==> src/rtl/div_seq.sv <==
// Sequential radix-2 restoring divider: N_WIDTH-bit dividend by D_WIDTH-bit divisor,
// one quotient bit per clock, valid/ready handshake on both operand and result sides.
//
// state | meaning
// IDLE  | waiting for operands, in_ready high
// CALC  | one restoring-division iteration per clock (zero divisor resolves in one pass)
// DONE  | result presented with out_valid, held until out_ready
module div_seq #(
    parameter int N_WIDTH = 36,
    parameter int D_WIDTH = 18
) (
    input  logic               clk,
    input  logic               rst_n,
    input  logic               in_valid,
    output logic               in_ready,
    input  logic [N_WIDTH-1:0] dividend,
    input  logic [D_WIDTH-1:0] divisor,
    output logic               out_valid,
    input  logic               out_ready,
    output logic [N_WIDTH-1:0] quotient,
    output logic [D_WIDTH-1:0] remainder,
    output logic               div_by_zero
);

    localparam int CW = $clog2(N_WIDTH);

    typedef enum logic [1:0] {IDLE, CALC, DONE} state_t;

    state_t             state_q;
    logic [N_WIDTH-1:0] dvd_q;      // dividend bits shift out at the top, quotient bits shift in at the bottom
    logic [D_WIDTH-1:0] dsr_q;
    logic [D_WIDTH:0]   rem_q;
    logic [CW-1:0]      cnt_q;
    logic               dz_q;
    logic               in_ready_q;
    logic               out_valid_q;
    logic [N_WIDTH-1:0] quotient_q;
    logic [D_WIDTH-1:0] remainder_q;
    logic               div_by_zero_q;

    logic [D_WIDTH:0]   shift_rem;
    logic [D_WIDTH+1:0] trial;
    logic               qbit;
    logic [D_WIDTH:0]   rem_d;
    logic [N_WIDTH-1:0] quo_d;

    always_comb begin
        shift_rem = {rem_q[D_WIDTH-1:0], dvd_q[N_WIDTH-1]};
        trial     = {1'b0, shift_rem} - {2'b00, dsr_q};
        qbit      = ~trial[D_WIDTH+1];
        rem_d     = qbit ? trial[D_WIDTH:0] : shift_rem;
        quo_d     = {dvd_q[N_WIDTH-2:0], qbit};
    end

    always_ff @(posedge clk or negedge rst_n) begin
        if (!rst_n) begin
            state_q       <= IDLE;
            dvd_q         <= '0;
            dsr_q         <= '0;
            rem_q         <= '0;
            cnt_q         <= '0;
            dz_q          <= 1'b0;
            in_ready_q    <= 1'b0;
            out_valid_q   <= 1'b0;
            quotient_q    <= '0;
            remainder_q   <= '0;
            div_by_zero_q <= 1'b0;
        end else begin
            case (state_q)
                IDLE: begin
                    in_ready_q <= 1'b1;
                    if (in_valid && in_ready_q) begin
                        dvd_q      <= dividend;
                        dsr_q      <= divisor;
                        rem_q      <= '0;
                        cnt_q      <= CW'(N_WIDTH - 1);
                        dz_q       <= (divisor == '0);
                        in_ready_q <= 1'b0;
                        state_q    <= CALC;
                    end
                end
                CALC: begin
                    if (dz_q) begin
                        quotient_q    <= '1;
                        remainder_q   <= dvd_q[D_WIDTH-1:0];
                        div_by_zero_q <= 1'b1;
                        out_valid_q   <= 1'b1;
                        state_q       <= DONE;
                    end else begin
                        rem_q <= rem_d;
                        dvd_q <= quo_d;
                        cnt_q <= cnt_q - 1'b1;
                        if (cnt_q == '0) begin
                            quotient_q    <= quo_d;
                            remainder_q   <= rem_d[D_WIDTH-1:0];
                            div_by_zero_q <= 1'b0;
                            out_valid_q   <= 1'b1;
                            state_q       <= DONE;
                        end
                    end
                end
                DONE: begin
                    if (out_ready) begin
                        out_valid_q <= 1'b0;
                        in_ready_q  <= 1'b1;
                        state_q     <= IDLE;
                    end
                end
                default: begin
                    state_q    <= IDLE;
                    in_ready_q <= 1'b0;
                end
            endcase
        end
    end

    assign in_ready    = in_ready_q;
    assign out_valid   = out_valid_q;
    assign quotient    = quotient_q;
    assign remainder   = remainder_q;
    assign div_by_zero = div_by_zero_q;

endmodule

==> config.mk <==
export PLATFORM = sky130hd
export DESIGN_NAME = div_seq
export DESIGN_NICKNAME = d
export VERILOG_FILES = /design/src/rtl/div_seq.sv
export SDC_FILE = /design/constraint.sdc
export NUM_CORES = 1
export LEC_CHECK = 0
export CORE_ASPECT_RATIO = 1.75
export CORE_MARGIN = 4
export CORE_UTILIZATION = 49
export DETAILED_ROUTE_END_ITERATION = 6
export PLACE_DENSITY = 0.84
export SLEW_MARGIN = 25
export SYNTH_ARGS = -nofsm -noshare
export SYNTH_HDL_FRONTEND = slang
export SYNTH_SLANG_ARGS = --single-unit
==> constraint.sdc <==
create_clock -name clk -period 2.3 [get_ports clk]
set_input_delay 0.345 -clock clk [delete_from_list [all_inputs] [get_ports clk]]
set_output_delay 0.345 -clock clk [all_outputs]
set_load 0.02 [all_outputs]
==> results of run 1 <==
[how the worst max path moves through the flow]
stage               slack [ns]      start             to  cells after the start
finish                   -0.29   rem_q[0]      rem_q[11]                      8
CTS                      -0.04   dsr_q[8]       rem_q[2]                      9
detailed placement       -0.31  dvd_q[35]  remainder[16]                     10
floorplan                0.001   rem_q[6]       rem_q[2]                      9
global route             -0.40   rem_q[0]      rem_q[11]                      8
global placement         -0.16  dvd_q[35]  remainder[16]                     10
[power breakdown]
group / internal [uW] / switching, uW / total [uW]
sequential: 3670 / 962 / 4630
clock: 1530 / 1180 / 2710
combinational: 5280 / 6490 / 11800
[logic make-up (layout without fill, tap and decap cells)]
logic type / count (synthesis) / after routing / synth area share (%)
DFF: 138 / 138 / 49.3
buffers and inverters: 81 / 275 / 4.78
xor gates and xnor gates: 15 / 15 / 1.87
adders and majority gates: 21 / 21 / 3.86
AOI/OAI and AO/OA: 227 / 227 / 23.0
and+or+nand+nor: 267 / 267 / 16.9
muxes: 2 / 2 / 0.286
[final cells by class]
cell class                      instances  area (um2)  share of cell area, %
Multi-Input combinational cell        532        3560                   35.7
Sequential cell                       138        3450                   34.7
Timing Repair Buffer                  216        2040                   20.5
Clock buffer                           17         425                   4.27
Tap cell                              177         221                   2.22
Clock inverter                         15         159                   1.60
Inverter                               27         101                   1.02
[through the flow]
step | hold WS, ns | cells | power [uW]
final | 0.420 | 1122 | 19100
after global placement | 0.311 | 1073 | 14200
after floorplan | 0.0494 | 751 | 10400
after global routing | 0.482 | 1122 | 20100
after CTS | 0.440 | 1117 | 18000
after detailed placement | 0.310 | 1073 | 14400
[cell usage in the layout, fill, tap and decap left out, drive strengths merged, types with 3 or more instances in the layout]
cell type	instances
dfrtp	138
nand2	134
clkdlybuf4s50	113
buf	102
nor2	56
o21ai	43
a31oi	38
o22a	35
inv	35
a21oi	23
ha	20
clkbuf	17
a22oi	17
o211ai	16
nand4	15
nand3	14
o31ai	12
xnor2	9
nor3	9
nand2b	7
xor2	6
and3	6
and2	6
o21a	5
a211o	5
a21o	5
clkinvlp	5
a31o	5
or4	5
a211oi	4
a32o	3
a22o	3
nor4	3
or3	3
[sequential cells by signal, summed over array words and instances (netlist names)]
register     count
dz_q             1
out_valid        1
dsr_q           18
state_q          2
rem_q           18
in_ready         1
quotient        36
div_by_zero      1
remainder       18
cnt_q            6
dvd_q           36
[metal layers]
layer	up-vias	wire, um	part of all wire [%]	track usage (%)
li1	3073	-	-	-
met5	-	0	0	0
met4	0	1620	6.9	17.4
met3	141	1500	6.4	6.22
met1	3414	8390	36	30.4
met2	394	12000	51	45.9
[what timing repair did]
action,in CTS,in global routing
buffers inserted,11,5
endpoints found under the hold margin,47,0
setup endpoints to repair,36,36
hold buffers,1,0
cloned,0,1
pin swaps,17,42
gates resized for setup,42,43
==> flow_metrics.tcl, run 1 <==
set metrics [dict create \
    status "finished, violations left" \
    violations "setup timing" \
    ctsLongestPathBuffers 2 \
    hold_viol 0 \
    htree_levels 4 \
    dp_slack_ns -0.309 \
    synth_edf_count 0 \
    antenna_found_initial 0 \
    place_area_um2 8890 \
    power_density_nw_per_um2 1920 \
    antennaDiodeCount 0 \
    hold_class "in2async" \
    crit_path_top_delay_cell "a211oi_4" \
    routed_wl_mm 23.5 \
    yosysWarnings 0 \
    max_cap_viol_count 0 \
    finalSetupTns_ns -6.45 \
    r2r_start "rem_q[0]" \
    first_pass_iters 6 \
    grt_pass1_wl_mm 36.1 \
    path_buf_inv 1 \
    wl_per_cell_um 20.9 \
    die-area_um2 16400 \
    fmax_mhz 386 \
    cts_sinks 138 \
    first_iter_violations 827 \
    vias 7022 \
    start_kind "flip-flop" \
    max_stage_delay_ns 0.46 \
    grt_use_total_pct 27.2 \
    synth_ff_type "dfrtp_1" \
    cp.required_ns 2.59 \
    drtAntennaViolNets 0 \
    drc 0 \
    post-route-period-util_pct 113 \
    worst-r2r-cell-count 8 \
    setup_viol 38 \
    crit_path_end_kind "flip-flop" \
    drive_above_1_share_pct 21.4 \
    worst_pin_slew_ns 0.489 \
    clock_skew_ns 0.00907 \
    slew_headroom_pct 67.1 \
    grt_overflow 0 \
    syn_to_final_growth_pct 42.0 \
    dp_hpwl_mm 15.2 \
    vias_per_cell 6.26 \
    r2r-end "rem_q[11]" \
    slew_violations 0 \
    fp.dieW_um 98.4 \
    fin_ws_ns -0.290 \
    critPathKind "reg2reg" \
    cpLargestDelayFamily "compound AO/OA/AOI/OAI gates" \
    nets 1011 \
    synthTopCellsByCount "dfrtp_1, nand2_1, nor2_1" \
    grt_max_degree 51 \
    clkTransAtPathRegs_ns 0.06 \
    clock_latency_ns 0.42 \
    rsz0062_at_grt "yes" \
    place_congestion 0.986 \
    r2r_slack_ns -0.29 \
    rows 57 \
    post-route-cell-area_um2 9950 \
    ys_ff_latch 138 \
    initial_core_util_pct 50.1 \
    yosysMostFrequentCell "dfrtp_1" \
    portBuffers 114 \
    synth.avg_cell_area_um2 9.33 \
    finalCoreUtilization_pct 71.2 \
    ios 115 \
    fillCellCount 996 \
    syn_nets 830 \
    yosys.area.top_type_share_pct 49.3 \
    arrival_ns 2.88 \
    cts_buffers 17 \
    vdd_drop_max_mv 1.04 \
    cts_tree "yes" \
    ys_types 59 \
    critPathMaxFanout 5 \
    die_h_um 166 \
    synth-seq-area-share_pct 49.3 \
    synth_area_leaders "dfrtp_1, nand2_1, o22a_1" \
    p_leak_uw 0.00426 \
    root_buffer "clkbuf_16" \
    syn_area_um2 7010 \
    post-route-min-period_ns 2.59 \
    grt_pass1_vias 7150 \
    yosys.area.top_type "dfrtp_1" \
    synthArstFlopShare_pct 100 \
    path_cells "ha_1 -> nor2b_4 -> o211ai_4 -> a211o_1 -> a211oi_4 -> o21ai_1 -> buf_4 -> o211ai_1" \
    core_area_um2 14000 \
    syn_inst 751 \
]
Note: power is estimated with default switching activity, not from simulation.
==> inputs of run 2 (changes only) <==
--- a/config.mk
+++ b/config.mk
@@ -10,7 +10,6 @@
 export CORE_UTILIZATION = 49
 export DETAILED_ROUTE_END_ITERATION = 6
 export PLACE_DENSITY = 0.84
-export SLEW_MARGIN = 25
 export SYNTH_ARGS = -nofsm -noshare
 export SYNTH_HDL_FRONTEND = slang
 export SYNTH_SLANG_ARGS = --single-unit
==> constraint.sdc (replaced) <==
create_clock -name clk -period 2.1 [get_ports clk]
set_input_delay 0.315 -clock clk [delete_from_list [all_inputs] [get_ports clk]]
set_output_delay 0.315 -clock clk [all_outputs]
set_load 0.02 [all_outputs]
==> run 2 against run 1 <==
- the run ends with DRC, setup timing left
- non-clock buffer count rose by 46
- register-to-register slack lost 0.26 ns
- wire length grew 19%
- die area is the same
- critical endpoint is now remainder[16]
- global-route usage is 3.5 points higher
- design area increased by 6.1%
- worst setup slack got worse by 0.26 ns
- highest routed layer unchanged
- largest power group unchanged
- hold slack improved by 0.0032 ns
- via count increased by 9.3%
==> flow_metrics.tcl, run 2 (synthesis gave the netlist of run 1 again) <==
set metrics [dict create \
    status "finished, violations left" \
    violations "DRC, setup timing" \
    slew_headroom_pct 64.0 \
    post-route-min-period_ns 2.65 \
    clock_skew_ns 0.0112 \
    path_buf_inv 2 \
    crit_path_end_kind "flip-flop" \
    ctsLongestPathBuffers 2 \
    initial_core_util_pct 50.1 \
    slew_violations 0 \
    grt_pass1_vias 7827 \
    fin_ws_ns -0.546 \
    clock_latency_ns 0.43 \
    fmax_mhz 378 \
    die_h_um 166 \
    cts_sinks 138 \
    hold_viol 0 \
    r2r_start "dvd_q[35]" \
    routed_wl_mm 28.0 \
    wl_per_cell_um 23.9 \
    grt_use_total_pct 30.7 \
    max_stage_delay_ns 0.44 \
    htree_levels 4 \
    vdd_drop_max_mv 1.14 \
    arrival_ns 2.93 \
    r2r_slack_ns -0.55 \
    cts_tree "yes" \
    cts_buffers 17 \
    worst_pin_slew_ns 0.540 \
    finalCoreUtilization_pct 75.6 \
    ios 115 \
    first_pass_iters 7 \
    nets 1057 \
    portBuffers 114 \
    final_cell_mix "dfrtp_1, nand2_1, buf_4, clkdlybuf4s50_1, nor2_1" \
    core_area_um2 14000 \
    die-area_um2 16400 \
    vias_per_cell 6.57 \
    antenna_found_initial 0 \
    cp.required_ns 2.39 \
    worst-r2r-cell-count 10 \
    crit_path_top_delay_cell "dfrtp_1" \
    first_iter_violations 969 \
    dp_hpwl_mm 15.4 \
    place_congestion 0.922 \
    rows 57 \
    dp_slack_ns -0.439 \
    vias 7678 \
    post-route-period-util_pct 126 \
    antennaDiodeCount 0 \
    critPathMaxFanout 3 \
    rsz0062_at_grt "yes" \
    cpLargestDelayFamily "compound AO/OA/AOI/OAI gates" \
    syn_to_final_growth_pct 50.7 \
    worst_path_most_repeated_cell "inv_2" \
    fillCellCount 856 \
    drc 2 \
    finalSetupTns_ns -15.22 \
    grt_overflow 0 \
    fp.dieW_um 98.4 \
    grt_pass1_wl_mm 40.3 \
    root_buffer "clkbuf_16" \
    path_cells "inv_2 -> ha_4 -> inv_2 -> fa_2 -> a211oi_4 -> o211a_4 -> o21ai_1 -> a311oi_1 -> a211o_1 -> o211ai_1" \
    setup_viol 38 \
    hold-worst-slack_ns 0.423 \
    power.total_uw 23500 \
    drtAntennaViolNets 0 \
    critPathKind "reg2reg" \
    p_leak_uw 0.00457 \
    power_density_nw_per_um2 2230 \
    worst-path-stages 10 \
    hold_class "in2async" \
    grt_max_degree 54 \
    drive_above_1_share_pct 26.4 \
    r2r-end "remainder[16]" \
    final_common_cell "dfrtp_1" \
    start_kind "flip-flop" \
    clkTransAtPathRegs_ns 0.06 \
    max_cap_viol_count 0 \
]
run 2: final cells by class:
class | instances | area (um2) | area share, %
well taps | 177 | 221 | 2.10
repair buffers | 262 | 2450 | 23.2
flip-flops and latches | 138 | 3450 | 32.7
clock buffers | 19 | 443 | 4.19
clock inverters | 13 | 206 | 1.95
multi-input cells | 532 | 3690 | 34.9
inverters | 27 | 101 | 0.960
run 2: what timing repair did:
item / CTS / global route
setup buffers: 29 / 13
gates resized for setup: 71 / 42
hold endpoints to repair: 51 / 0
setup endpoints to repair: 38 / 38
hold buffers: 1 / 0
pin swaps: 34 / 21
run 2: metal layers:
metal	wire length, um	track usage [%]	up-vias	share of wire (%)
li1	-	-	3159	-
met1	9320	34.1	3639	33
met2	13600	52.0	641	49
met3	2470	6.14	239	8.8
met4	2550	20.9	0	9.1
met5	0	0	-	0
run 2: worst max-delay path by stage:
stage,from,slack (ns),endpoint
after floorplan,rem_q[6],-0.15,rem_q[2]
after global placement,dvd_q[35],-0.38,rem_q[16]
after detailed placement,dvd_q[35],-0.44,remainder[16]
after CTS,rem_q[8],-0.25,rem_q[2]
after global routing,rem_q[6],-0.59,remainder[12]
final,dvd_q[35],-0.55,remainder[16]
run 2: worst register-to-register path, stage by stage (launching register included):
cell and delay, ns:
dfrtp_1 0.44, inv_2 0.13, ha_4 0.16, inv_2 0.04, fa_2 0.37, a211oi_4 0.28, o211a_4 0.25, o21ai_1 0.13
a311oi_1 0.40, a211o_1 0.20, o211ai_1 0.11
run 2: through the flow:
stage / cell area [um2] / std cells
finish: 10600 / 1168
global placement: 9150 / 1097
detailed placement: 9150 / 1097
CTS: 10300 / 1158
global route: 10600 / 1168
floorplan: 7140 / 751
run 2: power breakdown:
group / total (uW) / internal, uW / switching (uW)
registers: 5130 / 4020 / 1110
logic: 15000 / 6760 / 8250
clock network: 3360 / 2060 / 1290
